--- src/rtl/ps_intr_pkg.sv ---
// Shared defaults and helpers for the ps_intr_cnt_mc interrupt frame counter.
package ps_intr_pkg;

  localparam int CH_NUM_DEF     = 4;
  localparam int CNT_W_DEF      = 8;
  localparam int CNT_MAX_DEF    = 3;
  localparam int VALID_TIME_DEF = 10;
  localparam int TIME_W_DEF     = 8;

  // Channel-ID width; a single channel still needs one bit.
  function automatic int ch_id_w(input int n);
    return (n <= 2) ? 1 : $clog2(n);
  endfunction

endpackage

--- src/rtl/ps_intr_ch.sv ---
// One interrupt channel: 2-flop sync, high-time qualifier, wrapping frame counter, pending/overflow.
// Overflow tracking is built only when PS_INTR_OVF_EN is defined.
module ps_intr_ch
  import ps_intr_pkg::*;
#(
  parameter int CNT_W      = CNT_W_DEF,
  parameter int CNT_MAX    = CNT_MAX_DEF,
  parameter int VALID_TIME = VALID_TIME_DEF,
  parameter int TIME_W     = TIME_W_DEF
) (
  input  logic             gclk,
  input  logic             grst_n,
  input  logic             cnt_en,
  input  logic             ack,
  output logic [CNT_W-1:0] cnt,
  output logic             frame_vld,
  output logic             pend,
  output logic             pend_nxt,
  output logic             ovf
);

  logic [1:0]        sync_q, sync_d;
  logic [TIME_W-1:0] hc_q, hc_d;
  logic [CNT_W-1:0]  cnt_q, cnt_d;
  logic              fv_q, fv_d;
  logic              pend_q, pend_d;
  logic              lvl, ev;

  assign lvl = sync_q[1];
  // hc saturates at VALID_TIME, so VALID_TIME-1 is crossed once per high period.
  assign ev  = lvl && (hc_q == TIME_W'(VALID_TIME - 1));

  always_comb begin
    sync_d = {sync_q[0], cnt_en};
    hc_d   = '0;
    if (lvl) hc_d = (hc_q == TIME_W'(VALID_TIME)) ? hc_q : hc_q + TIME_W'(1);
    cnt_d  = cnt_q;
    if (ev) cnt_d = (cnt_q == CNT_W'(CNT_MAX)) ? CNT_W'(1) : cnt_q + CNT_W'(1);
    fv_d   = ev;
    pend_d = ev ? 1'b1 : (ack ? 1'b0 : pend_q);
  end

  always_ff @(posedge gclk or negedge grst_n) begin
    if (!grst_n) begin
      sync_q <= '0;
      hc_q   <= '0;
      cnt_q  <= '0;
      fv_q   <= 1'b0;
      pend_q <= 1'b0;
    end else begin
      sync_q <= sync_d;
      hc_q   <= hc_d;
      cnt_q  <= cnt_d;
      fv_q   <= fv_d;
      pend_q <= pend_d;
    end
  end

`ifdef PS_INTR_OVF_EN
  logic ovf_q, ovf_d;

  // An event landing on an already-pending or just-acked flag is a lost interrupt.
  always_comb begin
    ovf_d = ovf_q;
    if (ev && (pend_q || ack)) ovf_d = 1'b1;
    else if (ack)              ovf_d = 1'b0;
  end

  always_ff @(posedge gclk or negedge grst_n) begin
    if (!grst_n) ovf_q <= 1'b0;
    else         ovf_q <= ovf_d;
  end

  assign ovf = ovf_q;
`else
  assign ovf = 1'b0;
`endif

  assign cnt       = cnt_q;
  assign frame_vld = fv_q;
  assign pend      = pend_q;
  assign pend_nxt  = pend_d;

endmodule

--- src/rtl/ps_intr_cnt_mc.sv ---
// Multi-channel interrupt frame counter: CH_NUM ps_intr_ch instances plus a lowest-index IRQ encoder.
// Optional overflow flags enabled by defining PS_INTR_OVF_EN.
module ps_intr_cnt_mc
  import ps_intr_pkg::*;
#(
  parameter int CH_NUM     = CH_NUM_DEF,
  parameter int CNT_W      = CNT_W_DEF,
  parameter int CNT_MAX    = CNT_MAX_DEF,
  parameter int VALID_TIME = VALID_TIME_DEF,
  parameter int TIME_W     = TIME_W_DEF
) (
  input  logic                        I_Clk,
  input  logic                        I_Rst_n,
  input  logic [CH_NUM-1:0]           I_Cnt_En,
  input  logic [CH_NUM-1:0]           I_Ack,
  output logic [CH_NUM*CNT_W-1:0]     O_Cnt_Value,
  output logic [CH_NUM-1:0]           O_Frame_Valid,
  output logic [CH_NUM-1:0]           O_Pending,
  output logic                        O_Irq,
  output logic [ch_id_w(CH_NUM)-1:0]  O_Ch_Id,
  output logic [CH_NUM-1:0]           O_Ovf
);

  localparam int ID_W = ch_id_w(CH_NUM);

  logic [CH_NUM-1:0][CNT_W-1:0] cnt;
  logic [CH_NUM-1:0]            pend_nxt;
  logic                         irq_q, irq_d;
  logic [ID_W-1:0]              ch_id_q, ch_id_d;

  for (genvar g = 0; g < CH_NUM; g++) begin : g_ch
    ps_intr_ch #(
      .CNT_W      (CNT_W),
      .CNT_MAX    (CNT_MAX),
      .VALID_TIME (VALID_TIME),
      .TIME_W     (TIME_W)
    ) u_ch (
      .gclk      (I_Clk),
      .grst_n    (I_Rst_n),
      .cnt_en    (I_Cnt_En[g]),
      .ack       (I_Ack[g]),
      .cnt       (cnt[g]),
      .frame_vld (O_Frame_Valid[g]),
      .pend      (O_Pending[g]),
      .pend_nxt  (pend_nxt[g]),
      .ovf       (O_Ovf[g])
    );
  end

  // Encode from next-state pending so IRQ/ID land in the same cycle as O_Pending.
  always_comb begin
    irq_d   = |pend_nxt;
    ch_id_d = '0;
    for (int i = CH_NUM - 1; i >= 0; i--) begin
      if (pend_nxt[i]) ch_id_d = ID_W'(i);
    end
  end

  always_ff @(posedge I_Clk or negedge I_Rst_n) begin
    if (!I_Rst_n) begin
      irq_q   <= 1'b0;
      ch_id_q <= '0;
    end else begin
      irq_q   <= irq_d;
      ch_id_q <= ch_id_d;
    end
  end

  assign O_Cnt_Value = cnt;
  assign O_Irq       = irq_q;
  assign O_Ch_Id     = ch_id_q;

endmodule

--- config.mk ---
export PLATFORM = sky130hd
export DESIGN_NAME = ps_intr_cnt_mc
export DESIGN_NICKNAME = d
export VERILOG_FILES = /design/src/rtl/ps_intr_pkg.sv /design/src/rtl/ps_intr_ch.sv /design/src/rtl/ps_intr_cnt_mc.sv
export SDC_FILE = /design/constraint.sdc
export NUM_CORES = 1
export LEC_CHECK = 0
export BUFFER_PORTS_ARGS = -buffer_cell sky130_fd_sc_hd__buf_4
export CORE_UTILIZATION = 39
export CTS_CLUSTER_SIZE = 10
export DETAILED_ROUTE_END_ITERATION = 6
export SLEW_MARGIN = 25
export SYNTH_ARGS = -nofsm -noshare
export SYNTH_HDL_FRONTEND = slang
export SYNTH_SLANG_ARGS = --single-unit
--- constraint.sdc ---
create_clock -name I_Clk -period 3.15 [get_ports I_Clk]
set_clock_uncertainty 0.15 [all_clocks]
set_input_delay 0.315 -clock I_Clk [delete_from_list [all_inputs] [get_ports I_Clk]]
set_output_delay 0.315 -clock I_Clk [all_outputs]
set_load 0.005 [all_outputs]
==> run summary <==
Worst-Margin Slew - 599.7 ps
Die Wd - 102.1 µm
Detail Placement HPWL - 5267 µm
GPL Wtd Cong - 0.7774
Post-Route M1 WL - 3584 µm
Most frequent cells after synthesis - dfrtp_1 (83), xnor2_1 (36), nand3_1 (31)
GRT Residual Overflow - 0
Met2 routed WL - 3459 µm
Clock transition at path regs - 80 ps
Crit path DAT - 2260 ps
Top FF cell, synth - dfrtp_1
Fin Setup TNS - 0 ps
Post-synth ARST share - 1.000
Register area share after synthesis - 0.5317
Final period utilization - 0.6907
Leak - 2.316 nW
Hold path depth - 2
Net count, final - 437
First-pass GRT wire length - 12790 µm
Synth Area in Compound Gates - 0.03748
Relative slew slack - 0.5946
Routed len/inst - 13.56 µm
Mapped Cells - 354
Critical path class - reg2reg
P per Cell Area - 452.2 nW/µm²
Clock root cell - clkbuf_8
Critical Path Fanout Max - 6
Via density - 4.900
Clock sinks - 83
Max Cap Viol - 0
Worst hold-check path type - in2reg
Post-synth EDFFs - 0
Core Region - 9729 µm²
TritonCTS Buffers - 9
Gr usage total - 0.1583
FF-to-FF path depth - 4
Post-synthesis mux area share - 0.01153
Postcts setup bufs - 0
Yosys cell types - 42
CTS max path bufs - 2
1st-pass router iterations - 5
DRT iter0 DRCs - 130
Total number of vias - 2690
Residual DRC - 0
Crit end category - register
Share of cells above drive strength 1 - 0.1803
ANT cells - 0
Area grow syn2layout - 20.05%
Final setup fails - 0
Yosys top cell area share - 0.5317
Flip-flop and latch count after synthesis - 83
Vias in the first global route - 2624
Row cnt - 36
Critical path startpoint category - register
Area leader, netlist - dfrtp_1
Mapped Area - 3906 µm²
Final Slew Violations - 0
Detail Route Antenna Nets - 0
Initial antenna violation count - 0
Synthesis warning total - 0
Count leader, synth - dfrtp_1
Starting Density - 0.4015
Final core occ - 0.4820
Clock tree from TritonCTS - built
Height of the die - 102.1 µm
Combinational family with the most area after synthesis - simple AND/OR/NAND/NOR gates
I/O pin total - 57
Final hold vios - 0
Port bufs - 52
Htree depth - 3
Worst vdd ir - 262.3 µV
Simple-gate area share of the yosys netlist - 0.2325
Final wirelength - 7443 µm
Max Clock Freq - 459.7 MHz
Synthesized area per cell - 11.03 µm²
Synth Area in XOR/XNOR - 0.09641
DIE AREA - 10420 µm²
Most area-consuming cells after synthesis - dfrtp_1 (53%), xnor2_1 (8.1%), ha_1 (5.1%), and2_1 (4.2%), nand3_1 (4.0%)
Clk Latency, worst-skew pair - 350 ps
Outcome - finished, final reports clean
Uppermost layer routed - met4
Worst EP required - 3240 ps
Filler cells - 942
Met3 wire length - 324 µm
Largest net degree at the start of global routing - 50
Post-Synth Adder-Cell Area - 0.05125
Crit path time final - 2176 ps
RSZ-0062 raised after global routing - no
[cell families (layout without fill, tap and decap cells)]
| family | after synthesis | in the layout |
|---|---|---|
| AO/OA/AOI/OAI | 21 | 21 |
| XOR/XNOR | 43 | 43 |
| adder cells (fa/ha/maj) | 16 | 16 |
| buffers and inverters | 27 | 86 |
| flip-flops | 83 | 83 |
| multiplexers | 4 | 4 |
| other | 1 | 4 |
| AND/OR/NAND/NOR | 159 | 159 |
[per-layer routing]
metal / vias up / track usage
met3: 5 / 0.04583
met1: 1314 / 0.2165
met2: 50 / 0.2385
met5: - / 0
met4: 0 / 0.05934
li1: 1321 / -
[report_power, final]
part / internal, W / total, W / switching (W) / leakage (nW)
clock network: 0.000546 / 0.000913 / 0.000367 / 0.123
logic: 0.0000451 / 0.0000926 / 0.0000475 / 1.06
registers: 0.00108 / 0.00111 / 0.0000303 / 1.13
total: 0.00168 / 0.00212 / 0.000445 / 2.32
[worst paths after layout]
kind / startpoint / endpoint / slack [ps]
hold reg to reg: g_ch[0].u_ch.sync_q[0] / g_ch[0].u_ch.sync_q[1] / 190
max in group asynchronous: I_Rst_n / g_ch[2].u_ch.cnt[4] / 1950
min in group asynchronous: I_Rst_n / g_ch[0].u_ch.hc_q[6] / 310
setup / recovery: g_ch[3].u_ch.hc_q[5] / g_ch[3].u_ch.hc_q[0] / 970
hold / removal: I_Ack[0] / g_ch[0].u_ch.pend / 150
setup reg to reg: g_ch[3].u_ch.hc_q[5] / g_ch[3].u_ch.hc_q[0] / 970
[state kept, by name, indices dropped and copies added (netlist names)]
signal / cells
O_Irq: 1
g_ch.u_ch.cnt: 32
g_ch.u_ch.sync_q: 8
g_ch.u_ch.frame_vld: 4
g_ch.u_ch.pend: 4
g_ch.u_ch.hc_q: 32
O_Ch_Id: 2
[critical path: stages, from the launching register on]
cell     delay (ps)
dfrtp_1         420
or4b_1          670
or4b_4          560
xnor2_1         130
and2_1          140
[metrics by stage]
step	std cells	cell area, µm²	power [W]	setup slack [ps]	hold WS [ps]
2_1_floorplan	357	3918	0.001175	1065	-130.6
3_3_place_gp	527	4370	0.001219	1001	183.1
3_5_place_dp	528	4398	0.001227	981.1	161.4
4_1_cts	549	4690	0.002159	971.7	138.4
5_1_grt	549	4690	0.002215	857.3	171.3
6_report	549	4690	0.002121	974.4	154.1
[cell usage in the layout (no fill, tap or decap), drive strengths merged]
master / count
nor2b: 2
nor4b: 4
and3: 12
nand4: 15
mux2: 4
a21oi: 5
bufinv: 3
o21ai: 3
clkbuf: 11
o21a: 2
or4: 2
nor3: 4
nand2: 24
conb: 4
clkinv: 3
ha: 16
or2: 1
nor4: 6
nor4bb: 1
a21boi: 5
dfrtp: 83
nor2: 14
dlygate4sd3: 5
and2: 26
buf: 53
or4b: 2
nand3: 31
xnor2: 36
and4: 2
a31oi: 1
o211a: 4
o211ai: 1
nand4bb: 1
inv: 11
or3: 1
xor2: 7
nand3b: 5
nand2b: 6
[cell type report]
| cell class | instances | area (µm²) | share of cell area |
|---|---|---|---|
| flip-flops and latches | 83 | 2077 | 0.4429 |
| inverters | 12 | 45.04 | 0.009605 |
| clock inverters | 5 | 100.1 | 0.02134 |
| well taps | 133 | 166.4 | 0.03549 |
| multi-input cells | 247 | 1692 | 0.3607 |
| repair buffers | 58 | 467.9 | 0.09979 |
| clock buffers | 11 | 141.4 | 0.03015 |
[what timing repair did]
action	in CTS	in global routing
resized for setup	0	0
hold buffers	5	0
endpoints found under the hold margin	38	0
No activity file was read; power rests on OpenSTA's default activity.
